$ cat src/rtl/vga_pattern_gen.sv
// vga_pattern_gen: two-stage pixel source fed by the VGA timing counters.
// Define VGA_PATTERN_BORDER_EN to overlay a 1-pixel white border on every pattern.

module vga_pattern_gen #(
  parameter int HSYNC_BITS = 11,
  parameter int VSYNC_BITS = 11,
  parameter int HD         = 1280,
  parameter int VD         = 1024,
  parameter int H_ORIGIN   = 360,
  parameter int V_ORIGIN   = 41,
  parameter int HMAX       = 1687,
  parameter int VMAX       = 1065,
  parameter int BAR_W      = 160,
  parameter int CHK_LOG2   = 5
) (
  input  logic                  clk,
  input  logic                  arstn,
  input  logic [HSYNC_BITS-1:0] hcount,
  input  logic [VSYNC_BITS-1:0] vcount,
  input  logic                  hs_in,
  input  logic                  vs_in,
  input  logic [2:0]            mode_sel,
  input  logic [11:0]           color,
  output logic [11:0]           rgb_out,
  output logic                  hs_out,
  output logic                  vs_out,
  output logic                  de_out,
  output logic [15:0]           frame_cnt
);

  localparam int BAR_BITS = $clog2(BAR_W);

  localparam logic [HSYNC_BITS-1:0] H_FIRST = HSYNC_BITS'(H_ORIGIN);
  localparam logic [HSYNC_BITS-1:0] H_STOP  = HSYNC_BITS'(H_ORIGIN + HD);
  localparam logic [HSYNC_BITS-1:0] H_LAST  = HSYNC_BITS'(HMAX);
  localparam logic [HSYNC_BITS-1:0] X_LAST  = HSYNC_BITS'(HD - 1);
  localparam logic [VSYNC_BITS-1:0] V_FIRST = VSYNC_BITS'(V_ORIGIN);
  localparam logic [VSYNC_BITS-1:0] V_STOP  = VSYNC_BITS'(V_ORIGIN + VD);
  localparam logic [VSYNC_BITS-1:0] V_LAST  = VSYNC_BITS'(VMAX);
  localparam logic [BAR_BITS-1:0]   BAR_LAST = BAR_BITS'(BAR_W - 1);

  localparam logic [2:0]  MODE_SOLID = 3'd0;
  localparam logic [2:0]  MODE_BARS  = 3'd1;
  localparam logic [2:0]  MODE_CHECK = 3'd2;
  localparam logic [2:0]  MODE_LINE  = 3'd3;
  localparam logic [11:0] WHITE      = 12'hFFF;
  localparam logic [11:0] BLACK      = 12'h000;

  logic                  active_in;
  logic                  frame_end;
  logic [HSYNC_BITS-1:0] x1;
  logic                  y_chk;
  logic                  act1;
  logic                  hs1;
  logic                  vs1;
  logic [2:0]            mode_q;
  logic [HSYNC_BITS-1:0] line_pos;
  logic [2:0]            bar_idx;
  logic [BAR_BITS-1:0]   bar_pix;
  logic [11:0]           bar_rgb;
  logic [11:0]           pix;

`ifdef VGA_PATTERN_BORDER_EN
  localparam logic [VSYNC_BITS-1:0] Y_LAST = VSYNC_BITS'(VD - 1);
  logic [VSYNC_BITS-1:0] y1;
`endif

  assign active_in = (hcount >= H_FIRST) && (hcount < H_STOP) &&
                     (vcount >= V_FIRST) && (vcount < V_STOP);
  assign frame_end = (hcount == H_LAST) && (vcount == V_LAST);

  // Stage 1: origin-relative coordinates; only the checker bit of y is needed without the border.
  always_ff @(posedge clk) begin
    if (!arstn) begin
      x1    <= '0;
      y_chk <= 1'b0;
      act1  <= 1'b0;
      hs1   <= 1'b0;
      vs1   <= 1'b0;
`ifdef VGA_PATTERN_BORDER_EN
      y1    <= '0;
`endif
    end else begin
      x1    <= hcount - H_FIRST;
      y_chk <= 1'((vcount - V_FIRST) >> CHK_LOG2);
      act1  <= active_in;
      hs1   <= hs_in;
      vs1   <= vs_in;
`ifdef VGA_PATTERN_BORDER_EN
      y1    <= vcount - V_FIRST;
`endif
    end
  end

  // Mode, frame counter and moving-line position only advance at the frame boundary.
  always_ff @(posedge clk) begin
    if (!arstn) begin
      mode_q    <= MODE_SOLID;
      frame_cnt <= 16'd0;
      line_pos  <= '0;
    end else if (frame_end) begin
      mode_q    <= mode_sel;
      frame_cnt <= frame_cnt + 16'd1;
      line_pos  <= (line_pos == X_LAST) ? '0 : line_pos + 1'b1;
    end
  end

  // Bar position tracks the stage-1 pixel by counting, so no divide by BAR_W is needed.
  always_ff @(posedge clk) begin
    if (!arstn) begin
      bar_pix <= '0;
      bar_idx <= 3'd0;
    end else if (!act1) begin
      bar_pix <= '0;
      bar_idx <= 3'd0;
    end else if (bar_pix == BAR_LAST) begin
      bar_pix <= '0;
      if (bar_idx != 3'd7) bar_idx <= bar_idx + 3'd1;
    end else begin
      bar_pix <= bar_pix + 1'b1;
    end
  end

  always_comb begin
    bar_rgb = BLACK;
    case (bar_idx)
      3'd0:    bar_rgb = 12'hFFF;
      3'd1:    bar_rgb = 12'hFF0;
      3'd2:    bar_rgb = 12'h0FF;
      3'd3:    bar_rgb = 12'h0F0;
      3'd4:    bar_rgb = 12'hF0F;
      3'd5:    bar_rgb = 12'hF00;
      3'd6:    bar_rgb = 12'h00F;
      default: bar_rgb = BLACK;
    endcase
  end

  always_comb begin
    pix = BLACK;
    case (mode_q)
      MODE_SOLID: pix = color;
      MODE_BARS:  pix = bar_rgb;
      MODE_CHECK: pix = (x1[CHK_LOG2] ^ y_chk) ? color : BLACK;
      MODE_LINE:  pix = (x1 == line_pos) ? WHITE : BLACK;
      default:    pix = BLACK;
    endcase
`ifdef VGA_PATTERN_BORDER_EN
    if ((x1 == '0) || (x1 == X_LAST) || (y1 == '0) || (y1 == Y_LAST)) pix = WHITE;
`endif
  end

  // Stage 2: blanking forces black so downstream never sees stale pattern data.
  always_ff @(posedge clk) begin
    if (!arstn) begin
      rgb_out <= BLACK;
      de_out  <= 1'b0;
      hs_out  <= 1'b0;
      vs_out  <= 1'b0;
    end else begin
      rgb_out <= act1 ? pix : BLACK;
      de_out  <= act1;
      hs_out  <= hs1;
      vs_out  <= vs1;
    end
  end

endmodule
$ cat config.mk
export PLATFORM = sky130hd
export DESIGN_NAME = vga_pattern_gen
export DESIGN_NICKNAME = d
export VERILOG_FILES = /design/src/rtl/vga_pattern_gen.sv
export SDC_FILE = /design/constraint.sdc
export NUM_CORES = 1
export LEC_CHECK = 0
export ABC_CLOCK_PERIOD_IN_PS = 2800
export CORE_ASPECT_RATIO = 0.75
export CORE_UTILIZATION = 46
export DETAILED_ROUTE_END_ITERATION = 12
export PLACE_DENSITY = 0.75
export SLEW_MARGIN = 40
export SYNTH_ARGS = -nofsm -noshare
export SYNTH_HDL_FRONTEND = slang
export SYNTH_SLANG_ARGS = --single-unit
$ cat constraint.sdc
create_clock -name clk -period 2.8 [get_ports clk]
set_clock_uncertainty 0.2 [all_clocks]
set_input_delay 0.42 -clock clk [delete_from_list [all_inputs] [get_ports clk]]
set_output_delay 0.42 -clock clk [all_outputs]
set_load 0.01 [all_outputs]
# Word level (Yosys, flattened, before mapping)
# Index checks and enable logic that the tools add are counted.
# W data, S select, Z words.
dict set report totals {
  reg_bits 71
}
dict set report op_classes {
  n_addsub 6
  bitwise_logic 3
  order_cmp 4
  n_mux 5
  reduce_logical 9
  n_eq_ne 15
}
# op n
set ops {}
lappend ops {{$pmux W12 S7} 1}
lappend ops {{$pmux W12 S4} 1}
lappend ops {{$eq A11 B11 Y1 const B} 3}
lappend ops {{$mux W12} 2}
lappend ops {{$lt A11 B11 Y1 const B} 2}
lappend ops {{$add A16 B1 Y16 const B} 1}
lappend ops {{$eq A3 B2 Y1 const B} 4}
lappend ops {{$add A11 B1 Y11 const B} 1}
lappend ops {{$eq A11 B11 Y1} 1}
lappend ops {{$ge A11 B6 Y1 const B} 1}
lappend ops {{$ge A11 B9 Y1 const B} 1}
lappend ops {{$mux W11} 1}
lappend ops {{$sub A11 B9 Y11 const B} 1}
lappend ops {{$eq A3 B3 Y1 const B} 3}
lappend ops {{$add A8 B1 Y8 const B} 1}
lappend ops {{$eq A8 B8 Y1 const B} 1}
lappend ops {{$eq A3 B1 Y1 const B} 2}
lappend ops {{$logic_not A3 Y1} 2}
lappend ops {{$sub A6 B6 Y6 const B} 1}
lappend ops {{$logic_and A1 B1 Y1} 4}
lappend ops {{$reduce_and A2 Y1} 2}
lappend ops {{$add A3 B1 Y3 const B} 1}
lappend ops {{$ne A3 B3 Y1 const B} 1}
lappend ops {{$reduce_or A3 Y1} 1}
lappend ops {{other kinds (2)} 3}

# Logic depth before layout (Yosys ltp)
# Gate-level depths: netlist of run 1.
dict set report depth {
  word_depth 4
  ltp_mapped 6
  mapped_depth_nobuf 6
}

# Worst setup path after synthesis of run 1
# No wires, ideal clock.
dict set report synth_path {
  path_type {in2reg}
  start {in vcount[7]}
  end {reg frame_cnt[3]}
  stages 5
  t_arrival_ns 1.625
  required_ns 2.528
  slack_ns 0.903
  cell_sequence {nor4_4 nand4_2 buf_6 or4_1 a21oi_1}
}
dict set report synth_between {
  elab_chain_len 2
}
# item line_no
set synth_rtl {}
lappend synth_rtl {{start, declared} 19} ;# input logic [VSYNC_BITS-1:0] vcount,
lappend synth_rtl {{$eq A11 B11 Y1} 70} ;# assign frame_end = (hcount == H_LAST) && (vcount == V_LAST);
lappend synth_rtl {{$logic_and A1 B1 Y1} 70}
lappend synth_rtl {{end signal, assigned} 103} ;# frame_cnt <= frame_cnt + 16'd1;
lappend synth_rtl {{end, declared} 28} ;# output logic [15:0] frame_cnt
# No other way between the ends.
# A chain may end at the register's enable or synchronous reset.

# Final worst setup path of run 1
dict set report layout_path {
  start {in hcount[10]}
  end {reg line_pos[6]}
}
dict set report layout_between {
  elab_chain_len 2
}
# item line_no
set layout_rtl {}
lappend layout_rtl {{start, declared} 18} ;# input logic [HSYNC_BITS-1:0] hcount,
lappend layout_rtl {{$eq A11 B11 Y1} 70}
lappend layout_rtl {{$logic_and A1 B1 Y1} 70}
lappend layout_rtl {{end signal, assigned} 104} ;# line_pos <= (line_pos == X_LAST) ? '0 : line_pos + 1'b1;
lappend layout_rtl {{end, declared} 57} ;# logic [HSYNC_BITS-1:0] line_pos;
# No other way between the ends.

==> summary.txt, run 1 <==
Run status
  – Status: complete, no violations

STA
  – Final Slew Violations: 0
  – Setup TNS: 0 ns
  – Period minus WS final: 2.26 ns
  – RSZ-0062 raised after global routing: no
  – FMAX: 442 MHz
  – Slew @ Worst Pin: 0.623 ns
  – Final Hold Fails: 0
  – Final Setup Violations: 0
  – Final period util: 80.7%
  – Slew headroom: 58.1%

CTS
  – Number of cells upsized or downsized after cts: 0
  – Clock latency at the later pin of the worst-skew pair: 0.34 ns
  – Postcts setup bufs: 0
  – Num CTS Buffers: 9
  – CTS tree: built
  – CTS H-tree lvls: 3
  – CTS sink count: 71
  – CTS max path bufs: 2
  – Clock Pin Slew Worst Setup and Hold Paths: 0.08 ns
  – Root buf cell: clkbuf_8
  – Post-CTS Hold Fix Bufs: 0

Final layout
  – Share of cells above drive strength 1: 7.86%
  – Post-Layout Inst Area: 4440 µm²
  – Ant diodes: 0
  – Area growth from synthesis to layout: 31.8%
  – Fillers: 595
  – Fin nets: 505

Die
  – Starting Density: 48.6%
  – Full die area: 7660 µm²
  – Die width: 101 µm
  – Total core area: 6930 µm²
  – Die Y: 76.1 µm
  – IO Count: 72
  – Cell Rows: 26

Logic synthesis
  – Netlist Area Pre-Place: 3360 µm²
  – Sequential share of the synthesized area: 42.2%
  – Syn_nets: 427
  – Avg Inst Size Synth: 8.97 µm²
  – FFs w/ async S/R, synth: 0%
  – Area leader, netlist: dfxtp_1
  – Post-synth top cells: dfxtp_1 (71), nand2_1 (30), nand3_1 (23)
  – EDFF count, synth: 0
  – Count of different cell masters after synthesis: 47
  – Largest cells by area after synthesis: dfxtp_1 (42%), xor2_1 (4.7%), ha_1 (4.1%)
  – #FFs+latches synth: 71
  – Main synth FF type: dfxtp_1
  – Most frequent cell after synthesis: dfxtp_1
  – Syn. warnings: 0
  – Cells after Synth: 375
  – Post-synth top area share: 42.2%

Place
  – Dpl hpwl: 5.88 mm
  – Cell area after placement: 4240 µm²
  – IO buf count: 71
  – RePlAce Congestion: 0.862

Worst hold path
  – Hold Path Origin: vs1
  – WHS Path Cells: 1
  – Hold EP: vs_out
  – Hold Path Class: flop to flop

Drt
  – Initial DRT Pass Iterations: 4
  – Per-cell routed wire length: 14.4 µm
  – 1st-iter DRT viols: 227
  – Vias/cell: 5.54
  – Post-DRT Antenna Nets: 0
  – DRC: 0
  – Routed vias: 3078
  – Drt total wl: 8.03 mm

Power and ir drop
  – Power Total: 2.03 mW
  – Max IR drop VDD: 234 µV
  – Pleak: 1.69 nW
  – PD cells: 457 nW/µm²

Worst setup path
  – Reg2reg setup slack: 0.77 ns
  – Reg2reg end: line_pos[8]
  – Crit path arrival time: 2.28 ns
  – Crit-path max FO: 15
  – CP Launch Type: input pin
  – Critical path class: input pin to flop
  – Reg-to-Reg Start: line_pos[0]
  – WP data required: 2.82 ns
  – Depth of the most critical reg-to-reg path: 5
  – Crit. End Element: flop

Global route
  – Largest net degree at the start of global routing: 44
  – First-pass GRT wire length: 13.8 mm
  – Total Routing Usage GR: 22.6%
  – GRT overflow: 0
  – Vias in the first global route: 2946
  – Initial antenna violation count: 0

Job
  – Max-Cap Viols: 0
per-layer routing:
layer	track usage, %	up-vias	routed length, µm
met2	34.5	69	3690
met4	8.84	0	131
met5	0	-	0
met3	6.24	14	355
li1	-	1538	-
met1	30.3	1457	3850
area by class of cell:
class	count	area [µm²]	area share (%)
clock inverter	6	60.1	1.35
sequential	71	1420	32.0
multi-input combinational	274	1820	41.0
timing repair buffer	85	828	18.7
inverter	12	45.0	1.02
tap	98	123	2.76
clock buffer	10	138	3.10
power breakdown:
part / switching, mW / internal, mW
clock network: 0.383 / 0.431
registers: 0.00921 / 1.03
logic: 0.0755 / 0.0996
worst max-delay path by stage:
stage                     from            end  depth (start not counted)
finish              hcount[10]    line_pos[6]                          6
global route        hcount[10]    line_pos[6]                          6
CTS                 hcount[10]    line_pos[6]                          6
detailed placement  hcount[10]    line_pos[6]                          6
global placement     vcount[7]  frame_cnt[11]                          6
floorplan            vcount[7]   frame_cnt[3]                          5
through the flow:
step / hold WS [ns] / cells / setup slack (ns) / util, %
floorplan: 0.212 / 375 / 0.903 / -
global placement: 0.214 / 540 / 0.286 / 61.2
detailed placement: 0.218 / 540 / 0.190 / 61.2
CTS: 0.237 / 556 / 0.557 / 64.0
global route: 0.264 / 556 / 0.431 / 64.0
finish: 0.233 / 556 / 0.539 / 64.0
cells in the final DEF, fill, tap and decap left out, types with 7 or more instances in the layout:
| cell type | n |
|---|---|
| dfxtp_1 | 71 |
| mux2i_1 | 8 |
| nor2_1 | 20 |
| or4_1 | 9 |
| xor2_1 | 18 |
| clkdlybuf4s50_1 | 71 |
| buf_4 | 13 |
| ha_1 | 11 |
| nand2_1 | 30 |
| and2_1 | 9 |
| a21oi_1 | 16 |
| nand2b_1 | 14 |
| inv_1 | 11 |
| nand3_1 | 23 |
| o21ai_0 | 16 |
| clkbuf_8 | 10 |
| nor4_1 | 8 |
| o31ai_1 | 7 |
| a31oi_1 | 12 |
| and4_1 | 8 |
critical path, cell delays in order:
cell and delay [ns]:
clkdlybuf4s50_1 0.53, and4b_2 0.33, nand2_1 0.29, buf_4 0.27, o311ai_0 0.32, o41ai_1 0.12
cells by family (layout without fill, tap and decap cells):
group / after synthesis / count (layout) / share of synthesized area (%)
buf+inv: 30 / 113 / 3.64
fa+ha+maj: 11 / 11 / 4.09
compound gates: 77 / 77 / 14.8
xor+xnor: 24 / 24 / 6.25
mux: 8 / 8 / 2.38
flops: 71 / 71 / 42.2
simple gates: 154 / 154 / 26.6
registers in the layout, summed over array words and instances (netlist names):
signal,count
mode_q,3
line_pos,11
vs_out,1
x1,11
frame_cnt,16
rgb_out,12
act1,1
hs_out,1
hs1,1
bar_idx,3
y_chk,1
vs1,1
de_out,1
bar_pix,8
(Power assumes the default switching activity.)
==> run 2: changes to the inputs <==
--- a/config.mk
+++ b/config.mk
@@ -5,11 +5,11 @@
 export SDC_FILE = /design/constraint.sdc
 export NUM_CORES = 1
 export LEC_CHECK = 0
-export ABC_CLOCK_PERIOD_IN_PS = 2800
+export ABC_CLOCK_PERIOD_IN_PS = 1850
 export CORE_ASPECT_RATIO = 0.75
 export CORE_UTILIZATION = 46
 export DETAILED_ROUTE_END_ITERATION = 12
-export PLACE_DENSITY = 0.75
+export PLACE_DENSITY = 0.78
 export SLEW_MARGIN = 40
 export SYNTH_ARGS = -nofsm -noshare
 export SYNTH_HDL_FRONTEND = slang
==> constraint.sdc (replaced) <==
create_clock -name clk -period 1.85 [get_ports clk]
set_clock_uncertainty 0.2 [all_clocks]
set_input_delay 0.2775 -clock clk [delete_from_list [all_inputs] [get_ports clk]]
set_output_delay 0.2775 -clock clk [all_outputs]
set_load 0.01 [all_outputs]
==> run 2 against run 1 <==
Effect of this change:
- critical path type unchanged
- cell count grew 9.9%
- combinational power up 75%
- critical path depth is the same
- register-to-register slack worse by 0.73 ns
- sequential share of layout area decreased by 3.6 points
- power up 63%
- sequential cell count unchanged
- hold slack worse by 0.099 ns
- core utilization rose by 8.7 points
==> summary.txt, run 2 (synthesis gave the netlist of run 1 again) <==
Run status
  – Status: complete, no violations

CTS
  – Root buf cell: clkbuf_8
  – Clock Pin Slew Worst Setup and Hold Paths: 0.08 ns
  – CTS H-tree lvls: 3
  – Clock latency at the later pin of the worst-skew pair: 0.35 ns
  – Num CTS Buffers: 9
  – CTS tree: built
  – CTS sink count: 71
  – CTS max path bufs: 2

Place
  – RePlAce Congestion: 0.827
  – Place WS: -0.489 ns
  – IO buf count: 71
  – Dpl hpwl: 6.73 mm

Drt
  – 1st-iter DRT viols: 251
  – Routed vias: 3499
  – Vias/cell: 5.73
  – Post-DRT Antenna Nets: 0
  – DRC: 0
  – Drt total wl: 10.4 mm
  – Initial DRT Pass Iterations: 5
  – Per-cell routed wire length: 17.0 µm

Worst setup path
  – Critical path class: input pin to flop
  – Setup crit start: hcount[7]
  – CP Launch Type: input pin
  – WP data required: 1.93 ns
  – Crit-path max FO: 4
  – Crit path arrival time: 1.90 ns
  – Reg-to-Reg Start: frame_cnt[5]
  – Crit. End Element: flop

Global route
  – Vias in the first global route: 3506
  – GRT overflow: 0
  – First-pass GRT wire length: 16.5 mm
  – Largest net degree at the start of global routing: 17
  – Initial antenna violation count: 0
  – Total Routing Usage GR: 27.7%

STA
  – Final Setup Violations: 0
  – Final WS setup: 0.0345 ns
  – FMAX: 551 MHz
  – Slew @ Worst Pin: 0.508 ns
  – Slew headroom: 65.8%
  – WHS: 0.134 ns
  – Final period util: 98.1%
  – Final Hold Fails: 0
  – Period minus WS final: 1.82 ns
  – Final Slew Violations: 0

Die
  – IO Count: 72
  – Die Y: 76.1 µm
  – Total core area: 6930 µm²
  – Cell Rows: 26
  – Die width: 101 µm
  – Starting Density: 48.6%
  – Full die area: 7660 µm²

Final layout
  – Share of cells above drive strength 1: 24.8%
  – Fin nets: 560
  – Max reg flops: 16
  – Final Core Density: 72.7%
  – Largest reg by FF count: frame_cnt
  – Most common cell after layout, fill and taps aside: buf_4
  – Area growth from synthesis to layout: 49.8%
  – Fillers: 474
  – Leading registers by flop count: frame_cnt (16), rgb_out (12)
  – Ant diodes: 0
  – Most frequent cells in the layout: buf_4 (62), dfxtp_1 (61), clkdlybuf4s50_1 (47), nand2_1 (29), nand3_1 (23)
  – Multi-input gate area: 1930 µm²
  – Register area: 1430 µm²

Job
  – Max-Cap Viols: 0

Power and ir drop
  – Pleak: 2.09 nW
  – Max IR drop VDD: 412 µV
  – PD cells: 657 nW/µm²

Worst hold path
  – Hold Path Origin: hcount[3]
  – Hold Path Class: input pin to flop
[run 2: changes by cell type in the layout (fill, tap and decap cells not counted), moves of 6 or more]
cell	before	now
buf_2	0	6
buf_4	13	62
clkdlybuf4s50_1	71	47
dfxtp_1	71	61
dfxtp_2	0	10
dlygate4sd2_1	0	11
nor4_1	8	2
nor4_2	0	6
[run 2: final cells by class]
class,instances,share of cell area (%)
multi-input combinational,274,38.4
sequential,71,28.5
timing repair buffer,140,25.3
clock buffer,12,3.08
tap,98,2.43
clock inverter,4,1.51
inverter,12,0.894
[run 2: worst max-delay path: stages]
cell	delay, ns
dlygate4sd2_1	0.23
and4bb_2	0.29
nand4_4	0.20
buf_16	0.21
or4_1	0.52
o22ai_1	0.16
[run 2: per-stage QoR]
| step | power, mW | std cells | setup TNS [ns] | instance area (µm²) |
|---|---|---|---|---|
| after floorplan | 1.71 | 375 | 0 | 3370 |
| after global placement | 1.90 | 587 | -10.68 | 4610 |
| after detailed placement | 1.91 | 587 | -12.25 | 4610 |
| after CTS | 3.30 | 609 | 0 | 4980 |
| after global routing | 3.41 | 611 | -0.00414 | 5040 |
| final | 3.31 | 611 | 0 | 5040 |
[run 2: final timing paths]
| path | slack (ns) | depth (start not counted) | endpoint |
|---|---|---|---|
| worst max-delay path | 0.03 | 6 | line_pos[5] |
| worst min-delay path | 0.13 | 4 | x1[3] |
| worst max register to register | 0.04 | 4 | frame_cnt[11] |
| worst min register to register | 0.24 | 1 | vs_out |
[run 2: where the power goes]
part	leakage [nW]	switching [mW]	internal (mW)
Sequential	0.582	0.0148	1.56
Clock	0.113	0.592	0.839
Combinational	1.39	0.139	0.167
Total	2.09	0.746	2.57
[run 2: repair_timing]
item / 4_1_cts / 5_1_grt
pin swaps: 20 / 8
buffers inserted: 4 / 3
hold buffers: 0 / 0
setup endpoints to repair: 20 / 36
gates resized for setup: 61 / 25
cloned: 3 / 0
[run 2: layer usage]
metal	up-vias	part of all wire [%]	track usage, %
li1	1653	-	-
met1	1644	42	34.2
met2	171	47	44.2
met3	31	8.7	8.26
met4	0	2.5	12.9
met5	-	0	0
